$ cat src/rtl/s2qed_sat_counter.sv
// Saturating up-counter: counts while en_i is high, holds at all-ones.
module s2qed_sat_counter #(
  parameter int W = 8
) (
  input  logic         clk_i,
  input  logic         rst_i,
  input  logic         en_i,
  output logic [W-1:0] cnt_o
);

  logic [W-1:0] cnt_q;
  logic [W-1:0] cnt_d;

  always_comb begin
    cnt_d = cnt_q;
    if (en_i && (cnt_q != '1)) begin
      cnt_d = cnt_q + W'(1);
    end
  end

  always_ff @(posedge clk_i or posedge rst_i) begin
    if (rst_i) begin
      cnt_q <= '0;
    end else begin
      cnt_q <= cnt_d;
    end
  end

  assign cnt_o = cnt_q;

endmodule

$ cat config.mk
export PLATFORM = sky130hd
export DESIGN_NAME = s2qed_sat_counter
export DESIGN_NICKNAME = d
export VERILOG_FILES = /design/src/rtl/s2qed_sat_counter.sv
export SDC_FILE = /design/constraint.sdc
export NUM_CORES = 1
export LEC_CHECK = 0
export ABC_AREA = 0
export CORE_AREA = 2 2 39 41
export DETAILED_ROUTE_END_ITERATION = 16
export DIE_AREA = 0 0 41 43
export PLACE_DENSITY = 0.64
export SLEW_MARGIN = 20
export SYNTH_ARGS = -nofsm -noshare
export SYNTH_HDL_FRONTEND = slang
export SYNTH_SLANG_ARGS = --single-unit
$ cat constraint.sdc
create_clock -name clk_i -period 2.12 [get_ports clk_i]
set_clock_uncertainty 0.15 [all_clocks]
set_input_delay 0.424 -clock clk_i [delete_from_list [all_inputs] [get_ports clk_i]]
set_output_delay 0.424 -clock clk_i [all_outputs]
set_load 0.03 [all_outputs]
==> flow_metrics.tcl <==
set metrics [dict create \
    io_buffers 10 \
    antenna_found_initial 0 \
    internal-power_uw 500.2 \
    switching_share_pct 44.78 \
    synthCells 38 \
    cts_sinks 8 \
    rsz0062_at_grt "no" \
    n_fill_cell 150 \
    cp.required_ns 1.55 \
    grt_max_degree 9 \
    clk_latency_ns 0.25 \
    worst_ep_arrival_time_ns 1.45 \
    power_frac_seq_pct 35.2 \
    drc 0 \
    htreeDepth 1 \
    clk_pin_slew_worst_paths_ns 0.05 \
    largest_reg_flops 8 \
    cp_num_buf_inv 1 \
    startpoint_type "flop" \
    slew_headroom_pct 78.72 \
    p_leak_nw 0.2251 \
    syn_avg_cell_area_um2 11.03 \
    cts-root-buf "clkbuf_4" \
    layout.nets 59 \
    synth_common_cells "dfrtp_1, nand2_1, mux2_1, nand3_1, nand4_1" \
    row_count 14 \
    hold_path_class "input port to asynchronous set/reset pin" \
    routedWlPerCell_um 12.46 \
    multi_input_area_um2 215.2 \
    register_area_um2 200.2 \
    dp_hpwl_um 683.9 \
    worst_path_largest_cell_delay_ns 0.72 \
    initial_core_util_pct 30.29 \
    gp_congestion 0.6852 \
    yosys-top-cells-area "dfrtp_1, mux2_1, nand4_4" \
    irDropWorstVdd_mv 0.6162 \
    layout-drive-gt1-share_pct 15.09 \
    drt-initial-drc-count 0 \
    worstReg2RegStart "cnt_o[0]$_DFFE_PP0P_" \
    die-area_um2 1763 \
    setup_tns_ns 0 \
    netSwitchingPower_uw 405.7 \
    ios 11 \
    ctsHoldBuffers 0 \
    max_clock_freq_mhz 495.0 \
    synth_top_cell_area_share_pct 47.76 \
    period_share_pct 95.30 \
    synth_cell_types 19 \
    critical_path_depth 1 \
    overflow 0 \
    drv_slew 0 \
    hold_viol_final 0 \
    fin_crit_ns 2.020 \
    cts_tree "yes" \
    startpoint "cnt_o[3]$_DFFE_PP0P_" \
    grt_pass1_vias 340 \
    n_antenna_cell 0 \
    coreArea_um2 1384 \
    grt_pass1_wl_mm 1.600 \
    num_vias 344 \
    p_comb_share_pct 52.3 \
    fp.dieH_um 43 \
    worst_pin_slew_ns 0.3189 \
    cap_viol_max_count 0 \
    cp-end-kind "output pin" \
    ys_seq_area_share_pct 47.76 \
    cp_top_family "buffers and inverters" \
    via_per_inst 4.986 \
    synth_edf_count 0 \
    cts-resized-gates 0 \
    cts_max_path_buffers 2 \
    setup_viol 0 \
    utilization_pct 41.68 \
    reg2reg_depth 4 \
    power_density_nw_per_um2 1571 \
    syn_area_um2 419.2 \
    numCtsBuffers 3 \
    yosys_warnings 0 \
    ys_ff_latch 8 \
    ant_nets 0 \
    area_growth_pct 37.61 \
    yosysTopAreaCell "dfrtp_1" \
    power_frac_clock_pct 12.5 \
    synth-main-ff-cell "dfrtp_1" \
    syn_nets 42 \
    cpMaxStageDelayCell "clkdlybuf4s50_1" \
    synth_most_common_cell "dfrtp_1" \
    cts_setup_buffers 0 \
    drt_pass1_iterations 1 \
    finalWirelength_um 860 \
    crit_type "flop to output pin" \
    dieWidth_um 41 \
    cp_max_fo 7 \
    outcome "finished clean" \
    async_reset_ff_share_pct 100.0 \
    grt_use_total_pct 14.17 \
    cp_cell_sequence "clkdlybuf4s50_1" \
]
## stage by stage
step	hold slack, ns	instances	cell area [um^2]	setup WS (ns)	power [mW]
floorplan	0.08966	38	419.2	0.3061	0.5981
global placement	0.3621	66	554.3	0.3295	0.7924
detailed placement	0.3577	66	554.3	0.2670	0.7964
CTS	0.2736	69	576.8	0.07883	0.9187
global route	0.2934	69	576.8	0.02471	0.9812
finish	0.2714	69	576.8	0.09966	0.9059
## logic make-up (layout without fill, tap and decap cells)
| group | after synthesis | in the layout | synth area share (%) |
|---|---|---|---|
| AO/OA/AOI/OAI | 8 | 8 | 14.62 |
| XOR/XNOR | 1 | 1 | 2.090 |
| adder cells (fa/ha/maj) | 1 | 1 | 2.985 |
| buffers and inverters | 1 | 16 | 0.8947 |
| flip-flops | 8 | 8 | 47.76 |
| multiplexers | 4 | 4 | 10.75 |
| AND/OR/NAND/NOR | 15 | 15 | 20.89 |
## power by group through the flow
stage / sequential [mW] / combinational (mW) / clock [mW]
6_report: 0.319 / 0.474 / 0.113
3_3_place_gp: 0.321 / 0.471 / 0
4_1_cts: 0.320 / 0.478 / 0.121
5_1_grt: 0.335 / 0.517 / 0.129
2_1_floorplan: 0.455 / 0.143 / 0
3_5_place_dp: 0.322 / 0.474 / 0
## layout by cell type (no fill, tap or decap), drive strengths merged
cell type / netlist / routed
a21boi: 1 / 1
a21oi: 1 / 1
buf: 0 / 2
clkbuf: 0 / 3
clkdlybuf4s50: 0 / 10
dfrtp: 8 / 8
ha: 1 / 1
inv: 1 / 1
mux2: 4 / 4
nand2: 4 / 4
nand3: 3 / 3
nand4: 4 / 4
nor2: 2 / 2
nor3: 2 / 2
o2111a: 1 / 1
o21ai: 2 / 2
o21bai: 2 / 2
o31a: 1 / 1
xnor2: 1 / 1
## final timing paths
path	endpoint	slack, ns
worst max-delay path	cnt_o[3]	0.1
worst min-delay path	cnt_o[2]$_DFFE_PP0P_	0.27
worst max register to register	cnt_o[1]$_DFFE_PP0P_	0.40
worst min register to register	cnt_o[6]$_DFFE_PP0P_	0.36
max in group asynchronous	cnt_o[3]$_DFFE_PP0P_	1.31
min in group clk_i	cnt_o[6]$_DFFE_PP0P_	0.36
## routing by layer
| metal | part of all wire, % | GRT usage [%] |
|---|---|---|
| met5 | 0 | 0 |
| met4 | 1.6 | 8.000 |
| met3 | 6.4 | 7.853 |
| met2 | 49 | 18.75 |
| met1 | 43 | 17.49 |
## area by class of cell
class	instances	share of cell area [%]
multi-input combinational	29	37.31
sequential	8	34.71
timing repair buffer	12	19.96
clock buffer	3	3.905
tap	16	3.471
inverter	1	0.6508
Power figures use the tool's default switching activity.
